===== config.mk =====
export PLATFORM = sky130hd
export DESIGN_NAME = lc4_divider_seq
export DESIGN_NICKNAME = d
export VERILOG_FILES = /design/src/rtl/lc4_div_pkg.sv /design/src/rtl/lc4_divider_one_iter.sv /design/src/rtl/lc4_divider_seq.sv
export SDC_FILE = /design/constraint.sdc
export NUM_CORES = 1
export LEC_CHECK = 0
export CORE_ASPECT_RATIO = 1.1
export CORE_MARGIN = 2
export CORE_UTILIZATION = 31
export CTS_CLUSTER_SIZE = 8
export DETAILED_ROUTE_END_ITERATION = 8
export PLACE_DENSITY_LB_ADDON = 0.05
export SLEW_MARGIN = 10
export SYNTH_ARGS = -nofsm -noshare
export SYNTH_HDL_FRONTEND = slang
export SYNTH_SLANG_ARGS = --single-unit

===== constraint.sdc =====
create_clock -name clk -period 3.5 [get_ports clk]
set_input_delay 0.525 -clock clk [delete_from_list [all_inputs] [get_ports clk]]
set_output_delay 0.525 -clock clk [all_outputs]
set_load 0.02 [all_outputs]

===== src/rtl/lc4_div_pkg.sv =====
// Shared types and constants for the LC4 sequential divider.
// Holds the controller state encoding and the divide-by-zero result values.
package lc4_div_pkg;

  localparam int LC4_WIDTH     = 16;
  localparam int LC4_DIV_CNT_W = 5;

  // LC4 defines x/0 as quotient 0, remainder 0.
  localparam logic [LC4_WIDTH-1:0] LC4_DIV0_QUOTIENT  = '0;
  localparam logic [LC4_WIDTH-1:0] LC4_DIV0_REMAINDER = '0;

  typedef enum logic [1:0] {
    IDLE = 2'd0,
    RUN  = 2'd1,
    DONE = 2'd2
  } divState_t;

endpackage


===== src/rtl/lc4_divider_one_iter.sv =====
// One restoring-division step: shift the next dividend bit into the partial
// remainder, subtract the divisor if it fits, and shift the outcome into the quotient.
module lc4_divider_one_iter #(
  parameter int WIDTH = 16
) (
  input  logic [WIDTH-1:0] dividend,
  input  logic [WIDTH-1:0] remainder,
  input  logic [WIDTH-1:0] quotient,
  input  logic [WIDTH-1:0] divisor,
  output logic [WIDTH-1:0] nextDividend,
  output logic [WIDTH-1:0] nextRemainder,
  output logic [WIDTH-1:0] nextQuotient
);

  logic [WIDTH:0] shifted;
  logic [WIDTH:0] diff;
  logic           fits;

  // Kept one bit wider so a remainder with its MSB set still compares correctly.
  assign shifted = {remainder, dividend[WIDTH-1]};
  assign diff    = shifted - {1'b0, divisor};
  assign fits    = (shifted >= {1'b0, divisor});

  assign nextRemainder = fits ? diff[WIDTH-1:0] : shifted[WIDTH-1:0];
  assign nextQuotient  = {quotient[WIDTH-2:0], fits};
  assign nextDividend  = {dividend[WIDTH-2:0], 1'b0};

endmodule


===== src/rtl/lc4_divider_seq.sv =====
// Iterative unsigned divider for the LC4 execute stage: one restoring step per
// clock behind a start/valid handshake, with abort and divide-by-zero handling.
module lc4_divider_seq
  import lc4_div_pkg::*;
#(
  parameter int WIDTH = LC4_WIDTH,
  parameter int CNT_W = LC4_DIV_CNT_W
) (
  input  logic             clk,
  input  logic             rst_n,
  input  logic             i_start,
  input  logic             i_abort,
  input  logic [WIDTH-1:0] i_dividend,
  input  logic [WIDTH-1:0] i_divisor,
  output logic             o_busy,
  output logic             o_valid,
  output logic [WIDTH-1:0] o_quotient,
  output logic [WIDTH-1:0] o_remainder
);

  divState_t        state;
  divState_t        stateNext;
  logic [CNT_W-1:0] iterCnt;
  logic [WIDTH-1:0] dividendReg;
  logic [WIDTH-1:0] divisorReg;
  logic [WIDTH-1:0] remReg;
  logic [WIDTH-1:0] quoReg;
  logic [WIDTH-1:0] stepDividend;
  logic [WIDTH-1:0] stepRemainder;
  logic [WIDTH-1:0] stepQuotient;
  logic             accept;
  logic             divByZero;
  logic             lastIter;

  assign accept    = (state != RUN) && i_start && !i_abort;
  assign divByZero = (i_divisor == '0);
  assign lastIter  = (iterCnt == CNT_W'(WIDTH - 1));

  lc4_divider_one_iter #(.WIDTH(WIDTH)) u_step (
    .dividend      (dividendReg),
    .remainder     (remReg),
    .quotient      (quoReg),
    .divisor       (divisorReg),
    .nextDividend  (stepDividend),
    .nextRemainder (stepRemainder),
    .nextQuotient  (stepQuotient)
  );

  always_ff @(posedge clk or negedge rst_n) begin
    if (!rst_n) begin
      state <= IDLE;
    end else begin
      state <= stateNext;
    end
  end

  always_comb begin
    stateNext = state;
    case (state)
      IDLE, DONE: begin
        if (accept) begin
          stateNext = divByZero ? DONE : RUN;
        end else begin
          stateNext = IDLE;
        end
      end
      RUN: begin
        if (i_abort) begin
          stateNext = IDLE;
        end else if (lastIter) begin
          stateNext = DONE;
        end
      end
      default: stateNext = IDLE;
    endcase
  end

  always_ff @(posedge clk or negedge rst_n) begin
    if (!rst_n) begin
      iterCnt     <= '0;
      dividendReg <= '0;
      divisorReg  <= '0;
      remReg      <= '0;
      quoReg      <= '0;
      o_quotient  <= '0;
      o_remainder <= '0;
    end else if (accept) begin
      iterCnt     <= '0;
      dividendReg <= i_dividend;
      divisorReg  <= i_divisor;
      remReg      <= '0;
      quoReg      <= '0;
      if (divByZero) begin
        o_quotient  <= WIDTH'(LC4_DIV0_QUOTIENT);
        o_remainder <= WIDTH'(LC4_DIV0_REMAINDER);
      end
    end else if (state == RUN && !i_abort) begin
      iterCnt     <= iterCnt + CNT_W'(1);
      dividendReg <= stepDividend;
      remReg      <= stepRemainder;
      quoReg      <= stepQuotient;
      if (lastIter) begin
        o_quotient  <= stepQuotient;
        o_remainder <= stepRemainder;
      end
    end
  end

  // DONE lasts exactly one cycle per completed result, so it doubles as the valid pulse.
  assign o_busy  = (state == RUN);
  assign o_valid = (state == DONE);

endmodule


Word-level counts from Yosys, hierarchy flattened
Index checks and enable logic that the tools add are counted.
- register bits after elaboration: 102
- latch bits: 0
- bits in writable memories: 0
- memory bits (read-only): 0
- input bits: 36
- memories: 0
- $add $sub $neg: 2
- $mul: 0
- div/mod/pow operators: 0
- $lt $le $gt $ge: 1
- equal/unequal tests: 6
- shift-type cells: 0
- multiplexer cells: 21
- bitwise operators: 0
- reduce and logical (&&, ||, !) cells: 10
- operators with widths (operator ; number):
    $mux W16 ; 12
    $mux W15 ; 2
    $ge A17 B16 Y1 ; 1
    $logic_not A16 Y1 ; 1
    $sub A16 B16 Y16 ; 1
    $mux W5 ; 2
    $mux W2 ; 4
    $add A5 B1 Y5 const B ; 1
    $eq A5 B4 Y1 const B ; 1
    $ne A2 B1 Y1 const B ; 2
    $pmux W2 S2 ; 1
    $reduce_bool A2 Y1 ; 2
    $logic_and A1 B1 Y1 ; 3
    $ne A3 B2 Y1 const B ; 1
    $reduce_and A3 Y1 ; 1
    $eq A2 B1 Y1 const B ; 1
    $eq A2 B2 Y1 const B ; 1
    $logic_not A2 Y1 ; 1
    $reduce_or A2 Y1 ; 1
    $logic_not A1 Y1 ; 1

Depth between registers and ports, before layout
Gate-level depths: netlist (run 1).
- word-level depth: 5
- mapped depth: 11

Cells and area by module
Synthesis (run 1) repeated with hierarchy kept, for this count alone.
- cells, all modules: 495
- area, all modules: 5649.2 sq um
- by module, submodules not included (module ; instances ; cells an instance ; area an instance (sq um) ; sequential area each (sq um)):
    lc4_divider_seq ; 1 ; 306 ; 4240.3 ; 2577.5
    lc4_divider_one_iter ; 1 ; 189 ; 1408.9 ; 0.0

Least setup slack after synthesis (run 1)
OpenSTA, ideal clock, no wires.
- kind: register -> register
- start point: register remReg[13]
- end point: register remReg[7]
- arrival time: 2.148 ns
- slack: 1.217 ns
- cell stages (with the launch flop): 10
- buffers on the path: 3
- cell sequence: dfrtp_1 -> ha_1 -> buf_4 -> nand4b_4 -> or4_4 -> o21ai_4 -> or2_1 -> buf_2 -> buf_6 -> o211ai_1
- word-level cells in the longest chain between the ends: 4
- RTL lines (element ; RTL line ; text):
    start: declaration ; lc4_divider_seq.sv:26 ; logic [WIDTH-1:0] remReg;
    start signal: assignment ; lc4_divider_seq.sv:100 ; remReg <= stepRemainder;
    $ge A17 B16 Y1 ; lc4_divider_one_iter.sv:22 ; assign fits = (shifted >= {1'b0, divisor});
    $mux W16 ; lc4_divider_one_iter.sv:24 ; assign nextRemainder = fits ? diff[WIDTH-1:0] : shifted[WIDTH-1:0];
    $mux W16 ; lc4_divider_seq.sv:97 ; end else if (state == RUN && !i_abort) begin
    $mux W16 ; lc4_divider_seq.sv:87 ; end else if (accept) begin
Every way passes these cells. The select of a mux whose other input is x is not followed.
A chain may end at the register's enable or synchronous reset.

Final worst setup path (run 1)
- start point: register state[1]
- end point: output port o_busy
- word-level cells in the longest chain between the ends: 1
- RTL lines (element ; RTL line ; text):
    start: declaration ; lc4_divider_seq.sv:21 ; divState_t state;
    start signal: assignment ; lc4_divider_seq.sv:53 ; state <= stateNext;
    $eq A2 B1 Y1 ; lc4_divider_seq.sv:110 ; assign o_busy = (state == RUN);
    end: declaration ; lc4_divider_seq.sv:15 ; output logic o_busy,
Every way passes these cells.

==> reports/qor.txt, run 1 <==
Die Area - 0.0182 mm2
fraction of layout cells with a size suffix above 1 - 6.45%
min cycle time layout - 2.81 ns
vias in the first global route - 4,325
grt ovf - 0
DR WL/cell - 17.0 um
detailed placement HPWL - 10.1 mm
H-tree depth - 3
CTS Buf Count - 9
post-route ant nets - 0
number of diodes - 0
unrepaired setup endpoints after global routing - no
first-pass GRT wire length - 23.4 mm
Avg Synthesized Cell Area - 9.20 um2
Crit Path Category - reg2out
initial antenna violation count - 0
commonest non-fill, non-tap cells in the layout - nand2_1 (139), dfrtp_1 (102), o21ai_0 (72)
R2R Path Start - remReg[1]
Filler Cell Count - 1,733
Hold WC Path Type - in2async
clock sink count - 102
# resized after CTS - 0
final std cells w/o fill - 844
Root Driver - clkbuf_16
Slew headroom - 36.3%
Leak - 2.74 nW
Post-CTS Setup Bufs - 0
TritonRoute pass-1 iters - 4
routed vias - 4,433
crit path launch - state[1]
synthesized instance count - 578
clk_skew - 0.0108 ns
status - finished clean
Final period util - 80.4%
initial DRC count - 272
GRT Util Overall - 16.5%
Ports - 70
Hold Vio Cnt, Final - 0
Max-cap violations - 0
Placer Congestion - 0.846
clock-pin slew on the worst setup and hold paths - 0.07 ns
most common cell after layout, fill and taps aside - nand2_1
crit path max fanout - 21
post-synthesis async set-or-reset flop share - 100%
worst-margin pin slew - 0.953 ns
Buffers on Ports - 69
nets - 686
WP data arrival - 2.29 ns
Setup TNS - 0 ns
Core ar. - 0.0169 mm2
VDD IR-drop max - 0.000228 V
DRC Markers - 0
Chip Width - 129 um
number of enable flip-flop cells after synthesis - 0
P per Cell Area - 499 mW/mm2
max-slew violation count - 0
row count - 50
CP Data Required Time - 2.97 ns
yosys warns - 0
Initial Util - 31.5%
ys flop type - dfrtp_1
mapped cell area - 0.00532 mm2
Synthesized Nets - 633
cts hold-fix bufs - 0
setup violators final - 0
largest net degree at the start of global routing - 54
Critical Path End Type - primary output
Cell variety after synth - 55
Area growth syn-to-layout - 23.1%
CTS tree - done
Tot Pwr - 3.27 mW
synthesis-stage register bit count - 102
Seq/Total Area, Yosys - 48.0%
Critical Path Start Type - flip-flop
Die Y - 141 um
DR vias/cell - 5.25
wirelength, routed - 14.4 mm
Clk Latency, worst-skew pair - 0.36 ns
FMAX - 355 MHz
Cells after DPL - 828
Max Root-Sink Buffers - 2
critical path, stage by stage, from the launching register on:
cell             delay, ns
dfrtp_1               0.37
nand2b_1              0.22
inv_1                 0.61
clkdlybuf4s50_1       0.74
synthesized netlist by cell type (3+ instances only):
| library cell | count | area (um2) |
|---|---|---|
| xor2_1 | 6 | 52.6 |
| o31a_1 | 7 | 61.3 |
| o2111ai_1 | 6 | 52.6 |
| nor2b_1 | 3 | 18.8 |
| nor4_1 | 5 | 31.3 |
| ha_1 | 18 | 225 |
| inv_1 | 21 | 78.8 |
| a22oi_1 | 16 | 120 |
| o21ai_1 | 9 | 45.0 |
| a32o_1 | 8 | 80.1 |
| clkbuf_1 | 29 | 109 |
| nand2_1 | 139 | 522 |
| o21ai_0 | 72 | 360 |
| a21oi_1 | 13 | 65.1 |
| a211oi_1 | 7 | 52.6 |
| buf_2 | 3 | 15.0 |
| nand3_1 | 3 | 15.0 |
| buf_4 | 4 | 30.0 |
| or3_1 | 6 | 37.5 |
| dfrtp_1 | 102 | 2550 |
| a22o_1 | 3 | 26.3 |
| a21o_1 | 6 | 45.0 |
| nand2b_1 | 5 | 31.3 |
| o31ai_1 | 3 | 22.5 |
| and3_1 | 3 | 18.8 |
| o211ai_1 | 30 | 225 |
| nor3_1 | 3 | 15.0 |
| nor2_1 | 13 | 48.8 |
cell type report:
class / count / area, um2 / area share (%)
clock buffers: 9 / 225 / 3.44
well taps: 208 / 260 / 3.98
multi-input cells: 417 / 2550 / 38.9
inverters: 21 / 78.8 / 1.20
flip-flops and latches: 102 / 2550 / 39.0
clock inverters: 7 / 70.1 / 1.07
repair buffers: 80 / 808 / 12.4
report_power, final:
group	switching (mW)	internal [mW]
Clock	0.500	0.507
Sequential	0.0690	1.29
Combinational	0.569	0.336
Total	1.14	2.13
path summary, 6_finish.rpt:
check / to / slack [ns] / cells past startpoint
worst max-delay path: o_busy / 0.69 / 3
worst min-delay path: remReg[9] / 0.22 / 1
worst max register to register: o_remainder[8] / 0.73 / 8
worst min register to register: o_quotient[15] / 0.48 / 2
max in group asynchronous: o_remainder[12] / 2.56 / 2
min in group clk: o_quotient[15] / 0.48 / 2
logic make-up after synthesis:
kind of cell	count (synthesis)	synth area share, %
XOR/XNOR	8	1.32
AO/OA/AOI/OAI	195	24.8
flip-flops	102	48.0
adder cells (fa/ha/maj)	19	4.61
AND/OR/NAND/NOR	195	16.5
buffers and inverters	59	4.80
layer usage:
layer | global-route usage (%) | part of all wire [%] | vias up
li1 | - | - | 2184
met1 | 23.6 | 49 | 2138
met2 | 26.0 | 46 | 97
met3 | 2.04 | 3.3 | 14
met4 | 5.43 | 1.6 | 0
met5 | 0 | 0 | -
state kept, by name (all words and copies together) (netlist names):
register / count
iterCnt: 5
o_quotient: 16
state: 2
divisorReg: 16
remReg: 16
quoReg: 15
o_remainder: 16
dividendReg: 16
stage by stage:
step | util, % | cell area, um2 | setup WS, ns | hold slack [ns]
2_1_floorplan | - | 5320 | 1.22 | 0.229
3_3_place_gp | 37.0 | 6250 | 0.802 | 0.461
3_5_place_dp | 37.0 | 6250 | 0.766 | 0.469
4_1_cts | 38.7 | 6540 | 0.660 | 0.232
5_1_grt | 38.7 | 6540 | 0.518 | 0.254
6_report | 38.7 | 6540 | 0.685 | 0.217
Power figures use the tool's default switching activity.
==> inputs of run 2 (changes only) <==
Clock period 3.5 ns to 2.4 ns, I/O delays scaled along.
==> reports/qor.txt, run 2 (synthesis results as in run 1) <==
WP data arrival - 2.56 ns (+0.27 ns)
Ports - 70 (unchanged)
CTS tree - done
combinational share of power - 34.7% (+7.0 points)
Die Y - 141 um (unchanged)
Hold Vio Cnt, Final - 0 (unchanged)
critical path's slowest cell - nor4_4
post-route ant nets - 0 (unchanged)
Die Area - 0.0182 mm2 (unchanged)
detailed placement HPWL - 11.3 mm (+12%)
Filler Cell Count - 1,711 (-1.3%)
number of diodes - 0 (unchanged)
TritonRoute pass-1 iters - 4 (unchanged)
Root Driver - clkbuf_16
CP Data Required Time - 2.64 ns (-0.33 ns)
Area growth syn-to-layout - 38.3%
R2R Path Start - divisorReg[11]
largest net degree at the start of global routing - 42 (-22%)
worst reg2reg path endpoint - remReg[2]
GRT Util Overall - 17.6% (+1.1 points)
final instance area - 0.00735 mm2 (+12%)
vias in the first global route - 4,732 (+9.4%)
fraction of layout cells with a size suffix above 1 - 21.3% (+15 points)
most common cell after layout, fill and taps aside - nand2_1
Initial Util - 31.5% (unchanged)
initial antenna violation count - 0 (unchanged)
Slew headroom - 67.3% (+31 points)
Max-cap violations - 0 (unchanged)
Switching Fraction - 33.9% (-0.95 points)
DRC Markers - 0 (unchanged)
max-slew violation count - 0 (unchanged)
Critical Path End Type - flip-flop
Int Pwr - 3.59 mW (+69%)
Cells after DPL - 887 (+7.1%)
FMAX - 431 MHz
Max Root-Sink Buffers - 2 (unchanged)
Crit Path Category - reg2reg
Crit path largest cell delay - 0.37 ns (-0.37 ns)
Hold WC Path Type - in2async
first-pass GRT wire length - 25.2 mm (+7.5%)
final std cells w/o fill - 911 (+7.9%)
Flop pwr share - 36.4% (-5.1 points)
setup violators final - 0 (unchanged)
clock share of power - 28.9% (-1.9 points)
clock sink count - 102 (unchanged)
status - finished clean
nets - 753 (+9.8%)
routed vias - 4,680 (+5.6%)
grt ovf - 0 (unchanged)
Critical Path Start Type - flip-flop
worst-margin pin slew - 0.489 ns (-0.464 ns)
commonest non-fill, non-tap cells in the layout - nand2_1 (138), dfrtp_1 (101), buf_4 (70)
clk_skew - 0.00946 ns (-0.00135 ns)
wirelength, routed - 15.1 mm (+5.1%)
Placed Instance Area - 0.00672 mm2 (+7.6%)
worst-path cell chain - inv_1 -> ha_4 -> a21o_1 -> nor4_4 -> a211oi_4 -> buf_4 -> or3_1 -> a32o_1
Final period util - 96.6%
P_sw - 1.84 mW (+62%)
Reg2Reg Setup Slack - 0.08 ns (-0.65 ns)
Setup TNS - 0 ns (unchanged)
crit path max fanout - 10 (-52%)
Leak - 3.11 nW (+14%)
DR vias/cell - 5.14 (-2.2%)
P per Cell Area - 739 mW/mm2 (+48%)
row count - 50 (unchanged)
DR WL/cell - 16.6 um (-2.7%)
clock-pin slew on the worst setup and hold paths - 0.08 ns (about the same)
Chip Width - 129 um (unchanged)
H-tree depth - 3 (unchanged)
Tot Pwr - 5.43 mW (+66%)
Clk Latency, worst-skew pair - 0.35 ns (about the same)
Placer Congestion - 0.909 (+7.5%)
Reg2Reg Depth - 8 (unchanged)
CTS Buf Count - 9 (unchanged)
Core ar. - 0.0169 mm2 (unchanged)
initial DRC count - 325 (+19%)
min cycle time layout - 2.32 ns
VDD IR-drop max - 0.000385 V (+69%)
Buffers on Ports - 69 (unchanged)
-- run 2: cell types whose count changed in the layout (fill, tap and decap cells not counted), moves of 3 or more --
cell,delta
buf_4,+61
o21ai_1,+3
ha_4,+9
ha_2,+3
buf_12,+3
o21ai_0,-5
a21oi_1,-5
a211oi_1,-3
inv_1,-7
inv_2,+7
ha_1,-12
a21oi_2,+5
-- run 2: critical path, delay by kind of cell (launching register included) --
kind / cells / cell delay, ns
fa+ha+maj: 1 / 0.23
flops: 1 / 0.36
compound gates: 3 / 0.59
simple gates: 2 / 0.71
buf+inv: 2 / 0.31
-- run 2: worst max path at each step --
stage,start,endpoint,slack (ns),depth (start not counted)
2_1_floorplan,remReg[13],remReg[7],0.12,9
3_3_place_gp,divisorReg[8],remReg[2],-0.06,9
3_5_place_dp,remReg[10],remReg[2],-0.09,9
4_1_cts,dividendReg[15],remReg[14],0.005,9
5_1_grt,divisorReg[11],remReg[0],-0.01,8
6_report,divisorReg[11],remReg[2],0.08,8
-- run 2: per-stage QoR --
| stage | hold WS, ns | worst slack (ns) | util (%) |
|---|---|---|---|
| 2_1_floorplan | 0.0644 | 0.117 | - |
| 3_5_place_dp | 0.300 | -0.0906 | 39.8 |
| 5_1_grt | 0.481 | -0.0140 | 43.5 |
| 3_3_place_gp | 0.296 | -0.0558 | 39.8 |
| 4_1_cts | 0.463 | 0.00476 | 41.9 |
| 6_report | 0.455 | 0.0816 | 43.5 |
-- run 2: final cells by class --
cell class | count | area (um2) | area share, %
multi-input combinational | 417 | 2790 | 37.9
sequential | 102 | 2550 | 34.7
timing repair buffer | 147 | 1360 | 18.5
tap | 208 | 260 | 3.54
clock buffer | 9 | 225 | 3.06
clock inverter | 7 | 86.3 | 1.17
inverter | 21 | 78.8 | 1.07
-- run 2: metal layers --
metal	share of wire [%]	vias to the layer above	GRT usage, %
met5	0	-	0
met4	1.5	0	5.89
met3	3.0	13	1.92
met2	47	91	27.8
met1	49	2255	25.1
li1	-	2321	-
-- run 2: timing repair --
action | in CTS | in global routing
setup endpoints to repair | 22 | 35
hold endpoints to repair | 21 | 0
hold buffers | 1 | 0
pin swaps | 0 | 13
resized for setup | 6 | 50
setup buffers | 0 | 7
-- run 2: power groups by stage --
stage | Clock (mW) | Combinational [mW] | Sequential, mW
2_1_floorplan | 0 | 0.946 | 1.98
3_3_place_gp | 0 | 1.63 | 2.00
3_5_place_dp | 0 | 1.64 | 2.00
4_1_cts | 1.63 | 1.68 | 1.97
5_1_grt | 1.69 | 2.09 | 2.00
6_report | 1.57 | 1.88 | 1.98
==> inputs of run 3 (changes only) <==
Settings changed: GPL_TIMING_DRIVEN from default to 1, SLEW_MARGIN 10 to 0.
==> results of run 3 <==
Same layout as run 2: the final DEF is identical, and so are final timing and power.
==> edit, RTL diff (settings of run 2) <==
The 3 states of `divState_t` get a one-hot encoding in 3 bits.
--- a/src/rtl/lc4_div_pkg.sv
+++ b/src/rtl/lc4_div_pkg.sv
@@ -11,6 +11,6 @@
 
-  typedef enum logic [1:0] {
-    IDLE = 2'd0,
-    RUN  = 2'd1,
-    DONE = 2'd2
+  typedef enum logic [2:0] {
+    IDLE = 3'b001,
+    RUN  = 3'b010,
+    DONE = 3'b100
   } divState_t;
Behaviour: no difference found for any inputs over 10 cycles, from zero or initial values and one cycle with rst_n low; not proved beyond that.
==> edit against run 2 <==
Setup slack improved by 0.0060 ns. Final cell count rose by 4.3%. Worst hold slack got worse by 0.43 ns. Sequential cell count rose by 1. Cell area rose by 1.3%. Clock skew rose by 0.00056 ns. Area after synthesis rose by 0.40%. Non-clock buffer count rose by 13. Routed wire length barely moved. Critical path depth rose by 1. Highest routed layer unchanged.
Power is not compared: it rests on default switching activity, and its combinational part moved more than twofold at a synthesized area within 25%.
==> edit: results (changes against run 2) <==
status -> finished clean (unchanged)
Clock Pin Slew Worst Setup and Hold Paths -> 0.08 ns (about the same)
routed len/inst -> 15.9 um (was 16.6 um)
data arrival time of the critical path -> 2.54 ns (was 2.56 ns)
Clock Skew -> 0.0100 ns (was 0.00946 ns)
R2R cell count -> 9 (was 8)
Nets -> 766 (was 753)
bufs w/o clock -> 160 (was 147)
Slew HR -> 0.483 (was 0.673)
largest net degree at the start of global routing -> 46 (was 42)
fillers -> 1675 (was 1711)
initial antenna violation count -> 0 (unchanged)
First DRT Iteration DRCs -> 269 (was 325)
post-cts resize count -> 15 (was 6)
post-synth net total -> 629 (was 633)
first-pass GRT wire length -> 24500 um (was 25200 um)
vias in the first global route -> 4729 (was 4732)
port bufs -> 69 (unchanged)
Max FO, Critical Path -> 6 (was 10)
Synth cell types -> 61 (was 55)
yosys warns -> 0 (unchanged)
GR Layer Usage met1 -> 0.233 (was 0.251)
Final Wtd Congestion -> 0.798 (was 0.909)
Vias -> 4750 (was 4680)
CTS Buf Count -> 9 (unchanged)
non-clk buf share -> 0.196 (was 0.185)
share of cells above drive strength 1 -> 0.207 (was 0.213)
Sequential Area -> 2580 um2 (was 2550 um2)
multi-input gates -> 414 (was 417)
Hold WC Path Type -> primary input to asynchronous set/reset pin (unchanged)
Overall Global Routing Usage -> 0.172 (was 0.176)
CP max stage cell -> dfrtp_1 (was nor4_4)
Seq/Total Area, Yosys -> 0.483 (was 0.480)
Static Leak -> 3.19 nW
flops & latches, synth -> 103 (was 102)
Synth async-reset ratio -> 1.00 (unchanged)
CP max stage delay -> 0.36 ns
R2R Path End -> remReg[12] (was remReg[2])
hold slack final -> 0.0233 ns (was 0.455 ns)
Logic inverters -> 23 (was 21)
HPWL Detailed -> 11200 um (was 11300 um)
Clock-cell share -> 0.0440 (was 0.0424)
Root Driver -> clkbuf_16 (unchanged)
top post-synthesis cells by area -> dfrtp_1 (48%), nand2_1 (8.2%), o21ai_0 (7.5%), ha_1 (4.2%), o211ai_1 (3.0%) (was dfrtp_1 (48%), nand2_1 (9.8%), o21ai_0 (6.8%), ha_1 (4.2%), o211ai_1 (4.2%))
R2R Path Start -> divisorReg[1] (was divisorReg[11])
grt met3 use -> 0.0226 (was 0.0192)
fraction of area in multi-input gates -> 0.363 (was 0.379)
family with the most delay on the worst path -> compound AO/OA/AOI/OAI gates (was simple AND/OR/NAND/NOR gates)
Initial DRT Pass Iterations -> 4 (unchanged)
routing usage on met2 -> 0.283 (was 0.278)
R2R setup slack -> 0.09 ns
synth cell count leaders -> nand2_1 (117), dfrtp_1 (102), o21ai_0 (80) (was nand2_1 (139), dfrtp_1 (102), o21ai_0 (72))
-- edit: cell types whose count changed in the layout (fill, tap and decap cells not counted), sizes merged, moves of 7 or more --
cell / delta
nor3: +9
o211ai: -9
nand4: +17
o31ai: +7
nand2: -20
buf: +13
-- edit: layer usage --
layer  wire length, um  vias up  part of all wire
li1                  -     2333                 -
met4               263        0             0.017
met5                 0        -                 0
met3               394       16             0.026
met1              7060     2326              0.47
met2              7390       75              0.49
-- edit: through the flow --
step	util	cells	setup TNS (ns)	cell area, um2	setup WS [ns]
CTS	0.426	941	0	7220	0.00117
global placement	0.402	925	-1.45	6820	-0.144
floorplan	-	574	0	5340	0.105
global route	0.439	950	-0.00353	7450	-0.00256
finish	0.439	950	0	7450	0.0876
detailed placement	0.402	925	-1.61	6820	-0.136
-- edit: kinds of logic (layout without fill, tap and decap cells) --
family,count (synthesis),after routing,synth area share
simple gates,205,205,0.182
compound gates,178,178,0.222
flops,103,103,0.483
buf+inv,57,199,0.0474
fa+ha+maj,19,19,0.0460
xor+xnor,11,11,0.0181
mux,1,1,0.00188
-- edit: how the worst max path moves through the flow --
stage	start	endpoint
2_1_floorplan	dividendReg[15]	o_remainder[14]
3_3_place_gp	i_divisor[13]	o_remainder[6]
3_5_place_dp	dividendReg[15]	remReg[14]
4_1_cts	remReg[5]	remReg[11]
5_1_grt	remReg[2]	remReg[1]
6_report	divisorReg[1]	remReg[12]
-- edit: power breakdown --
group / total (mW) / switching [mW] / leakage, nW / internal [mW]
Combinational: 0.694 / 0.377 / 1.65 / 0.317
Clock: 1.61 / 0.762 / 0.160 / 0.849
Sequential: 1.85 / 0.0361 / 1.38 / 1.82
Total: 4.16 / 1.18 / 3.19 / 2.98
